===== config.mk =====
export PLATFORM = sky130hd
export DESIGN_NAME = cod_binario_seq
export DESIGN_NICKNAME = d
export VERILOG_FILES = /design/src/rtl/cod_binario_seq.sv
export SDC_FILE = /design/constraint.sdc
export NUM_CORES = 1
export LEC_CHECK = 0
export CAP_MARGIN = 20
export CORE_UTILIZATION = 50
export CTS_BUF_LIST = sky130_fd_sc_hd__clkbuf_4 sky130_fd_sc_hd__clkbuf_8
export DETAILED_ROUTE_END_ITERATION = 16
export DONT_BUFFER_PORTS = 1
export PLACE_DENSITY = 0.68
export SLEW_MARGIN = 20
export SYNTH_ARGS = -nofsm -noshare
export SYNTH_HDL_FRONTEND = slang
export SYNTH_SLANG_ARGS = --single-unit

===== constraint.sdc =====
create_clock -name clk -period 4.2 [get_ports clk]
set_clock_uncertainty 0.2 [all_clocks]
set_input_delay 0.42 -clock clk [delete_from_list [all_inputs] [get_ports clk]]
set_output_delay 0.42 -clock clk [all_outputs]
set_load 0.03 [all_outputs]

===== src/rtl/cod_binario_seq.sv =====
// Sequential binary encoder: accepts an N-bit request vector and emits the index of each set bit, one per handshake.
// Define COD_LSB_FIRST_EN for lowest-set-bit-first order; the default order is highest set bit first.
module cod_binario_seq #(
   parameter int N = 16,
   parameter int W = $clog2(N)   // derived from N; do not override
) (
   input  logic         clk,
   input  logic         rst,
   input  logic         in_valid,
   output logic         in_ready,
   input  logic [N-1:0] in_vec,
   output logic         out_valid,
   input  logic         out_ready,
   output logic [W-1:0] out_idx,
   output logic         out_last,
   output logic         busy
);

   typedef enum logic {IDLE, SCAN} state_t;

   localparam logic [N-1:0] ONE = {{(N-1){1'b0}}, 1'b1};

   state_t       state_q, state_d;
   logic [N-1:0] pending_q, pending_d;
   logic [W-1:0] out_idx_q;
   logic         out_last_q, out_valid_q, busy_q, in_ready_q;

   function automatic logic [W-1:0] prio_idx(input logic [N-1:0] vec);
      prio_idx = '0;
`ifdef COD_LSB_FIRST_EN
      for (int i = N-1; i >= 0; i--) if (vec[i]) prio_idx = W'(i);
`else
      for (int i = 0; i < N; i++) if (vec[i]) prio_idx = W'(i);
`endif
   endfunction

   function automatic logic single_bit(input logic [N-1:0] vec);
      return (vec != '0) && ((vec & (vec - ONE)) == '0);
   endfunction

   // NOTE: every signal written here gets a default first, so no latch is inferred.
   always_comb begin
      state_d   = state_q;
      pending_d = pending_q;
      case (state_q)
         IDLE: begin
            if (in_valid && (in_vec != '0)) begin
               pending_d = in_vec;
               state_d   = SCAN;
            end
         end
         SCAN: begin
            if (out_ready) begin
               pending_d = pending_q & ~(ONE << out_idx_q);
               if (out_last_q) state_d = IDLE;
            end
         end
         default: state_d = IDLE;
      endcase
   end

   // Outputs are computed from the next pending vector and registered, so they
   // track pending one-for-one and never see in_vec combinationally.
   // NOTE: sequential state uses non-blocking assignments only.
   always_ff @(posedge clk) begin
      if (rst) begin
         state_q     <= IDLE;
         pending_q   <= '0;
         out_idx_q   <= '0;
         out_last_q  <= 1'b0;
         out_valid_q <= 1'b0;
         busy_q      <= 1'b0;
         in_ready_q  <= 1'b1;
      end else begin
         state_q     <= state_d;
         pending_q   <= pending_d;
         out_valid_q <= (state_d == SCAN);
         busy_q      <= (state_d == SCAN);
         in_ready_q  <= (state_d == IDLE);
         out_idx_q   <= (state_d == SCAN) ? prio_idx(pending_d) : '0;
         out_last_q  <= (state_d == SCAN) && single_bit(pending_d);
      end
   end

   assign in_ready  = in_ready_q;
   assign out_valid = out_valid_q;
   assign out_idx   = out_idx_q;
   assign out_last  = out_last_q;
   assign busy      = busy_q;

endmodule


==> results of run 1 <==
[stage by stage]
stage	hold WS (ps)	cell area (sq um)	worst slack, ps	utilization [%]	power (mW)
final	23.2	1740	722	55.6	0.546
after global routing	28.9	1740	503	55.6	0.576
after CTS	19.4	1740	763	55.6	0.545
after detailed placement	297	1700	821	54.3	0.436
after global placement	293	1700	956	54.3	0.434
after floorplan	294	1680	1080	-	0.403
[Yosys cell counts (3+ instances only)]
| cell type | count |
|---|---|
| nand2b_1 | 5 |
| clkbuf_1 | 5 |
| a31oi_1 | 4 |
| o32ai_1 | 7 |
| mux2_2 | 10 |
| o21a_1 | 3 |
| nor2_1 | 32 |
| o211ai_1 | 5 |
| or4_1 | 3 |
| mux2i_1 | 10 |
| nand2_1 | 11 |
| nand3_1 | 4 |
| o32a_1 | 3 |
| o21ai_0 | 12 |
| dfxtp_1 | 23 |
| or3_1 | 4 |
| inv_1 | 7 |
| a21oi_1 | 15 |
[where the power goes]
group	switching [mW]	internal (mW)	leakage (nW)
logic	0.0987	0.0691	0.429
registers	0.0384	0.234	0.189
clock network	0.0690	0.0364	0.0139
[worst reg2reg max path: stages (launching register included)]
cell and delay, ps:
dfxtp_1 600, nor2b_1 650, o41a_4 490, o21bai_1 250, nor4_2 300, o2111ai_1 130, or4_1 450, a2111oi_2 310
[repair_timing]
item                       in CTS  in global routing
hold endpoints to repair       16                  0
hold buffers                    1                  0
setup endpoints to repair       0                  0
[layout make-up]
type / instances / area [sq um]
clock inverter: 1 / 7.51
tap: 44 / 55.1
clock buffer: 3 / 22.5
timing repair buffer: 4 / 32.5
fill: 294 / 1390
multi-input combinational: 164 / 1130
inverter: 7 / 26.3
sequential: 23 / 460
[layer usage]
metal | track usage [%] | share of wire (%) | wire length (microns) | vias up
met5 | 0 | 0 | 0 | -
met4 | 7.97 | 2.0 | 98 | 0
met3 | 7.14 | 9.8 | 473 | 9
met2 | 45.1 | 45 | 2170 | 89
met1 | 39.3 | 43 | 2060 | 783
li1 | - | - | - | 780
[cells in the final DEF (no fill, tap or decap), drive strengths merged, types with 5 or more instances in the layout]
cell type,count
nor2,32
dfxtp,23
a21oi,15
o21ai,12
nand2,11
mux2,10
mux2i,10
inv,7
o32ai,7
nand2b,5
o211ai,5
or4,5
[cells by family after synthesis]
kind of cell,after synthesis,share of synthesized area [%]
DFF,23,27.3
and+or+nand+nor,74,22.7
muxes,20,12.6
buffers and inverters,17,5.35
AOI/OAI and AO/OA,69,31.4
adders and majority gates,1,0.594
[registers in the layout (all words and copies together), names as in the netlist]
register and cells:
out_last 1, in_ready 1, out_idx 4, busy 1, pending_q 16
[worst max path at each step]
stage                          end  cells past startpoint       from  slack [ps]
after CTS                 out_last                      7       busy         760
final                     out_last                      7       busy         720
after floorplan           out_last                      7  in_vec[8]        1080
after global placement    out_last                      7  in_vec[8]         960
after global routing      out_last                      7       busy         500
after detailed placement  out_last                      7       busy         820
==> flow_summary.toml, run 1 <==
[setup_path]
worstPathCellList = "nor2b_1 > o41a_4 > o21bai_1 > nor4_2 > o2111ai_1 > or4_1 > a2111oi_2"
reg2reg_depth = 7
critPathMaxStageDelay_ps = 650
worstPathRequired_ps = 4220
path_class = "reg -> reg"
path_max_fanout = 25
path_buf_inv = 0
crit_path_start_kind = "flop"
r2r_end = "out_last"
arrival_ps = 3490
regToRegStartpoint = "busy"
slowest_stage = "nor2b_1"
reg2reg_slack_ps = 720
cp_top_family = "simple AND/OR/NAND/NOR gates"
cp-end-kind = "flop"

[clock_tree]
path_clk_slew_ps = 130
cts_made_buffers = 3
root_buffer = "clkbuf_4"
clock_latency_ps = 310
post_cts_buffers = 0
cts.sinks = 23
cts_tree = "done"
post_cts_resize_count = 0
cts_buffer_depth = 2
htree_levels = 1

[status]
outcome = "complete, no violations"

[placed_design]
gp_congestion = 0.966
port_buffers = 0
dp_hpwl_microns = 3640
dp_cells = 241

[die]
row_count = 20
core_sq_um = 3130
initial_core_util_pct = 53.8
die_area_sq_um = 3600
die_w_microns = 60.0
ios = 28
die_y_microns = 60.0

[yosys]
synth_edf_count = 0
syn_area_sq_um = 1680
yosysSeqAreaShare_pct = 27.3
synth_top_area_share_pct = 27.3
ys_warn_count = 0
yosysTopAreaCell = "dfxtp_1"
avgSynthCellArea_sq_um = 8.26
synth_cells = 204
synth_area_leaders = "dfxtp_1 27%, nor2_1 7.1%, mux2_2 6.7%"
synth_ff_type = "dfxtp_1"
syn_nets = 224
synth-async-reset-ratio_pct = 0
synth-seq-cells = 23
ys_types = 50

[power]
p_leak_nw = 0.632
vdd_drop_max_mv = 0.201
powerDensity_nw_per_um2 = 314

[drt]
first_pass_iters = 4
initialDrtViolationCount = 150
wl_microns = 4810
drc = 0
vias = 1661
drt-wirelength-per-cell_microns = 19.5
ant_nets = 0
vias_per_cell = 6.75

[timing]
hold_viol = 0
setup_viol = 0
post-route-min-period_ps = 3480
fin_tns_setup_ps = 0
period_share_pct = 82.8
rsz0062_at_grt = "no"
slew_headroom_pct = 38.7
slew_violations = 0
worstMarginPinSlew_ps = 918
fmax_mhz = 288

[cells_and_area]
area_growth_pct = 3.19
antennaDiodeCount = 0
finalNetCount = 223
finalNonFillerCells = 246
drive_gt1_share_pct = 12.9

[run]
maxCapViolCount = 0

[min_path]
min-delay-start = "in_vec[13]"
holdPathStages = 2
min_path_type = "in -> reg"
holdPathEnd = "pending_q[13]"

[global_routing]
grt_pass1_wl_microns = 7570
antenna_found_initial = 0
grt_max_degree = 26
grt_overflow_total = 0
grt_use_total_pct = 28.8
grt_pass1_vias = 1539
Power figures use the tool's default switching activity.
==> inputs of run 2 (changes only) <==
==> constraint.sdc (replaced) <==
create_clock -name clk -period 3.35 [get_ports clk]
set_clock_uncertainty 0.2 [all_clocks]
set_input_delay 0.335 -clock clk [delete_from_list [all_inputs] [get_ports clk]]
set_output_delay 0.335 -clock clk [all_outputs]
set_load 0.03 [all_outputs]
==> run 2 against run 1 <==
Net effect:
- the run now ends with negative hold slack left
- critical path depth fell by 1
- combinational power rose by 52%
- die area did not move
- core utilization rose by 4.8 points
- global-route usage rose by 2.3 points
- sequential cell count did not move
- critical endpoint unchanged
- largest cell class unchanged
==> flow_summary.toml, run 2 (synthesis gave the netlist of run 1 again) <==
[placed_design]
gp_congestion = 0.970
postPlaceCellArea_sq_um = 1790
port_buffers = 0
dp_hpwl_microns = 3830

[die]
row_count = 20
die_w_microns = 60.0
core_sq_um = 3130
die_area_sq_um = 3600
die_y_microns = 60.0
initial_core_util_pct = 53.8
ios = 28

[cells_and_area]
drive_gt1_share_pct = 17.3
finish.instance_area_sq_um = 1890
largest_register_ffs = 16
layout_common_cells = "32 x nor2_1, 23 x dfxtp_1, 15 x a21oi_1, 15 x buf_4, 12 x o21ai_0"
top_register = "pending_q"
antennaDiodeCount = 0
nFillCells = 290
finalNetCount = 241
area_growth_pct = 12.1
final_common_cell = "nor2_1"

[timing]
slew_violations = 0
fin_tns_setup_ps = 0
post-route-min-period_ps = 3110
worstMarginPinSlew_ps = 682
rsz0062_at_grt = "no"
fmax_mhz = 321
hold_ws_ps = -0.0333
period_share_pct = 93.0
slew_headroom_pct = 54.4
setup_viol = 0
hold_viol = 1

[power]
powerDensity_nw_per_um2 = 384
p_leak_nw = 0.718
swShare_pct = 37.2
report.power.total_mw = 0.726
p_clk_share_pct = 20.1
p_sw_mw = 0.270
vdd_drop_max_mv = 0.242
p_seq_share_pct = 44.7
pwr-share-comb_pct = 35.2
internal_power_mw = 0.455

[clock_tree]
cts.sinks = 23
path_clk_slew_ps = 130
cts.hold.buffers_added = 7
cts_tree = "done"
htree_levels = 1
cts_buffer_depth = 2
post_cts_buffers = 0
post_cts_resize_count = 0
root_buffer = "clkbuf_4"
clock_latency_ps = 320
cts_made_buffers = 3

[setup_path]
crit_path_start = "out_idx[0]"
reg2reg_depth = 6
worstPathCellList = "mux2_2 > o32ai_1 > a31oi_1 > or3_1 > o211a_1 > a2111oi_2"
cp_top_family = "compound AO/OA/AOI/OAI gates"
slowest_stage = "dfxtp_1"
path_depth = 6
crit_path_start_kind = "flop"
worstPathRequired_ps = 3380
path_class = "reg -> reg"
arrival_ps = 3140
cp-end-kind = "flop"
regToRegStartpoint = "out_idx[0]"
path_buf_inv = 0
r2r_end = "out_last"
path_max_fanout = 12
reg2reg_slack_ps = 240
critPathMaxStageDelay_ps = 710

[global_routing]
antenna_found_initial = 0
grt_use_total_pct = 31.2
grt_pass1_vias = 1630
grt_overflow_total = 0
grt_pass1_wl_microns = 8110
grt_max_degree = 26

[drt]
vias_per_cell = 6.63
ant_nets = 0
vias = 1750
first_pass_iters = 5
wl_microns = 5160
drt-wirelength-per-cell_microns = 19.5
drc = 0
initialDrtViolationCount = 147

[status]
violations = "negative hold slack"
outcome = "complete, but fails checks"

[run]
maxCapViolCount = 0

[min_path]
min-delay-start = "in_vec[9]"
holdPathEnd = "pending_q[9]"
holdPathStages = 2
min_path_type = "in -> reg"
## run 2: worst max-delay path by stage
stage                     to
floorplan           out_last
global route        out_last
detailed placement  out_last
finish              out_last
CTS                 out_last
global placement    out_last
## run 2: per-stage QoR
| step | instances | utilization, % | setup slack (ps) |
|---|---|---|---|
| final | 264 | 60.4 | 235 |
| after global routing | 264 | 60.4 | 193 |
| after CTS | 264 | 60.4 | 304 |
| after detailed placement | 253 | 57.2 | 77.6 |
| after global placement | 253 | 57.2 | 208 |
| after floorplan | 204 | - | 318 |
## run 2: power groups by stage
| stage | clock (mW) | combinational, mW | sequential, mW |
|---|---|---|---|
| floorplan | 0 | 0.174 | 0.331 |
| global placement | 0 | 0.237 | 0.328 |
| detailed placement | 0 | 0.238 | 0.329 |
| CTS | 0.146 | 0.249 | 0.323 |
| global route | 0.162 | 0.275 | 0.327 |
| finish | 0.146 | 0.255 | 0.324 |
## run 2: final cells by class
cell class / count / area [sq um] / share of cell area [%]
inverters: 7 / 26.3 / 1.39
flip-flops and latches: 23 / 460 / 24.4
multi-input cells: 164 / 1130 / 60.0
well taps: 44 / 55.1 / 2.92
clock buffers: 4 / 30.0 / 1.59
repair buffers: 22 / 183 / 9.68
## run 2: worst reg2reg max path: cells and delay by family, from the launching register on
family	cells	cell delay, ps
compound gates	4	1260
flops	1	710
mux	1	410
simple gates	1	450
## run 2: metal layers
metal	wire length (microns)	vias up	global-route usage, %
li1	-	817	-
met1	2330	813	44.9
met2	2170	95	44.3
met3	456	25	6.28
met4	203	0	14.0
met5	0	-	0
==> inputs of run 3 (changes only) <==
--- a/config.mk
+++ b/config.mk
@@ -6,12 +6,15 @@
 export NUM_CORES = 1
 export LEC_CHECK = 0
 export CAP_MARGIN = 20
+export CORE_ASPECT_RATIO = 1.75
 export CORE_UTILIZATION = 50
 export CTS_BUF_LIST = sky130_fd_sc_hd__clkbuf_4 sky130_fd_sc_hd__clkbuf_8
 export DETAILED_ROUTE_END_ITERATION = 16
 export DONT_BUFFER_PORTS = 1
+export GPL_ROUTABILITY_DRIVEN = 0
 export PLACE_DENSITY = 0.68
 export SLEW_MARGIN = 20
 export SYNTH_ARGS = -nofsm -noshare
 export SYNTH_HDL_FRONTEND = slang
 export SYNTH_SLANG_ARGS = --single-unit
+export TNS_END_PERCENT = 20
==> run 3 against run 2 <==
Net effect:
- the run now ends clean
- total power up 6.2%
- global-route usage down 1.0 points
- setup slack better by 28 ps
- non-clock buffer count down 3
- sequential cell count unchanged
- critical path depth up 1
- cell area down 0.26%
- sequential power about the same
- sequential share of layout area up 0.065 points
- routed wire length down 0.70%
- critical endpoint unchanged
- highest routed layer unchanged
==> flow_summary.toml, run 3 (synthesis gave the netlist of run 1 again) <==
[global_routing]
grt_max_degree = 20
antenna_found_initial = 0
grt_use_total_pct = 30.2
grt_overflow_total = 0
grt_pass1_vias = 1755
grt_pass1_wl_microns = 8190

[placed_design]
port_buffers = 0
postPlaceCellArea_sq_um = 1810
dp_hpwl_microns = 3940

[min_path]
holdPathEnd = "pending_q[1]"
min_path_type = "in -> reg"
min-delay-start = "in_vec[1]"
holdPathStages = 2

[die]
row_count = 27
die_area_sq_um = 3610
core_sq_um = 3180
die_y_microns = 78.8
die_w_microns = 45.9
initial_core_util_pct = 53.0
ios = 28

[clock_tree]
cts.sinks = 23
post_cts_resize_count = 0
root_buffer = "clkbuf_8"
post_cts_buffers = 0
clock_latency_ps = 270
cts.hold.buffers_added = 1
path_clk_slew_ps = 80
cts_tree = "done"
cts_buffer_depth = 2
htree_levels = 1
cts_made_buffers = 3

[run]
maxCapViolCount = 0

[setup_path]
arrival_ps = 3060
crit_path_start_kind = "flop"
reg2reg_depth = 7
crit_path_start = "out_idx[3]"
reg2reg_slack_ps = 260
cp-end-kind = "flop"
r2r_end = "out_last"
regToRegStartpoint = "out_idx[3]"
worstPathRequired_ps = 3320
path_max_fanout = 6
path_class = "reg -> reg"

[cells_and_area]
drive_gt1_share_pct = 18.4
final_util_pct = 59.3
layout_common_cells = "32 x nor2_1, 23 x dfxtp_1, 16 x buf_4"
antennaDiodeCount = 0
largest_register_ffs = 16
finalNetCount = 238
final_common_cell = "nor2_1"
area_growth_pct = 11.8
finish.instance_area_sq_um = 1880
top_register = "pending_q"

[power]
vdd_drop_max_mv = 0.317
powerDensity_nw_per_um2 = 409
report.power.total_mw = 0.770
p_leak_nw = 0.720

[drt]
drc = 0
initialDrtViolationCount = 139
vias = 1755
wl_microns = 5120
vias_per_cell = 6.75
ant_nets = 0
drt-wirelength-per-cell_microns = 19.7
first_pass_iters = 5

[timing]
post-route-min-period_ps = 3090
setup_viol = 0
fin_tns_setup_ps = 0
fmax_mhz = 324
period_share_pct = 92.1
slew_violations = 0
slew_headroom_pct = 53.2
rsz0062_at_grt = "no"
hold_viol = 0
worstMarginPinSlew_ps = 700
hold_ws_ps = 8.48

[status]
outcome = "complete, no violations"
run 3: cell count changes in the layout (fill, tap and decap cells not counted):
cell	before	now
buf_12	0	1
buf_4	15	16
dlygate4sd3_1	7	2
clkbuf_8	0	3
clkbuf_4	4	1
run 3: how the worst max path moves through the flow:
stage | cells after the start | end | slack, ps
6_report | 7 | out_last | 260
4_1_cts | 7 | out_last | 310
5_1_grt | 7 | out_last | 120
3_5_place_dp | 8 | out_last | 120
3_3_place_gp | 7 | out_last | 210
2_1_floorplan | 7 | out_last | 320
run 3: area by class of cell:
type,count,area (sq um)
inverters,7,26.3
well taps,43,53.8
fillers,310,1290
multi-input cells,164,1130
clock buffers,4,48.8
flip-flops and latches,23,460
repair buffers,19,160
run 3: worst max-delay path, cell delays in order, from the launching register on:
cell and delay (ps):
dfxtp_1 580, nand4b_1 360, o32a_1 490, o31ai_4 350, or2_1 150, o2111ai_1 120, or4_1 460, a2111oi_2 280
run 3: where the power goes:
group          switching, mW  internal [mW]  total [mW]  leakage, nW
registers             0.0310          0.294       0.325        0.189
logic                  0.148          0.109       0.257        0.505
clock network         0.0958         0.0933       0.189       0.0262
run 3: per-stage QoR:
stage | setup slack, ps | cells
after global placement | 211 | 254
after detailed placement | 121 | 254
final | 263 | 260
after floorplan | 318 | 204
after global routing | 121 | 260
after CTS | 308 | 259
run 3: metal layers:
| layer | up-vias | wire (microns) | part of all wire (%) | GRT usage, % |
|---|---|---|---|---|
| met5 | - | 0 | 0 | 0 |
| met4 | 0 | 220 | 4.3 | 15.6 |
| met3 | 18 | 427 | 8.3 | 5.00 |
| met2 | 104 | 2590 | 51 | 48.5 |
| met1 | 824 | 1890 | 37 | 36.9 |
| li1 | 809 | - | - | - |
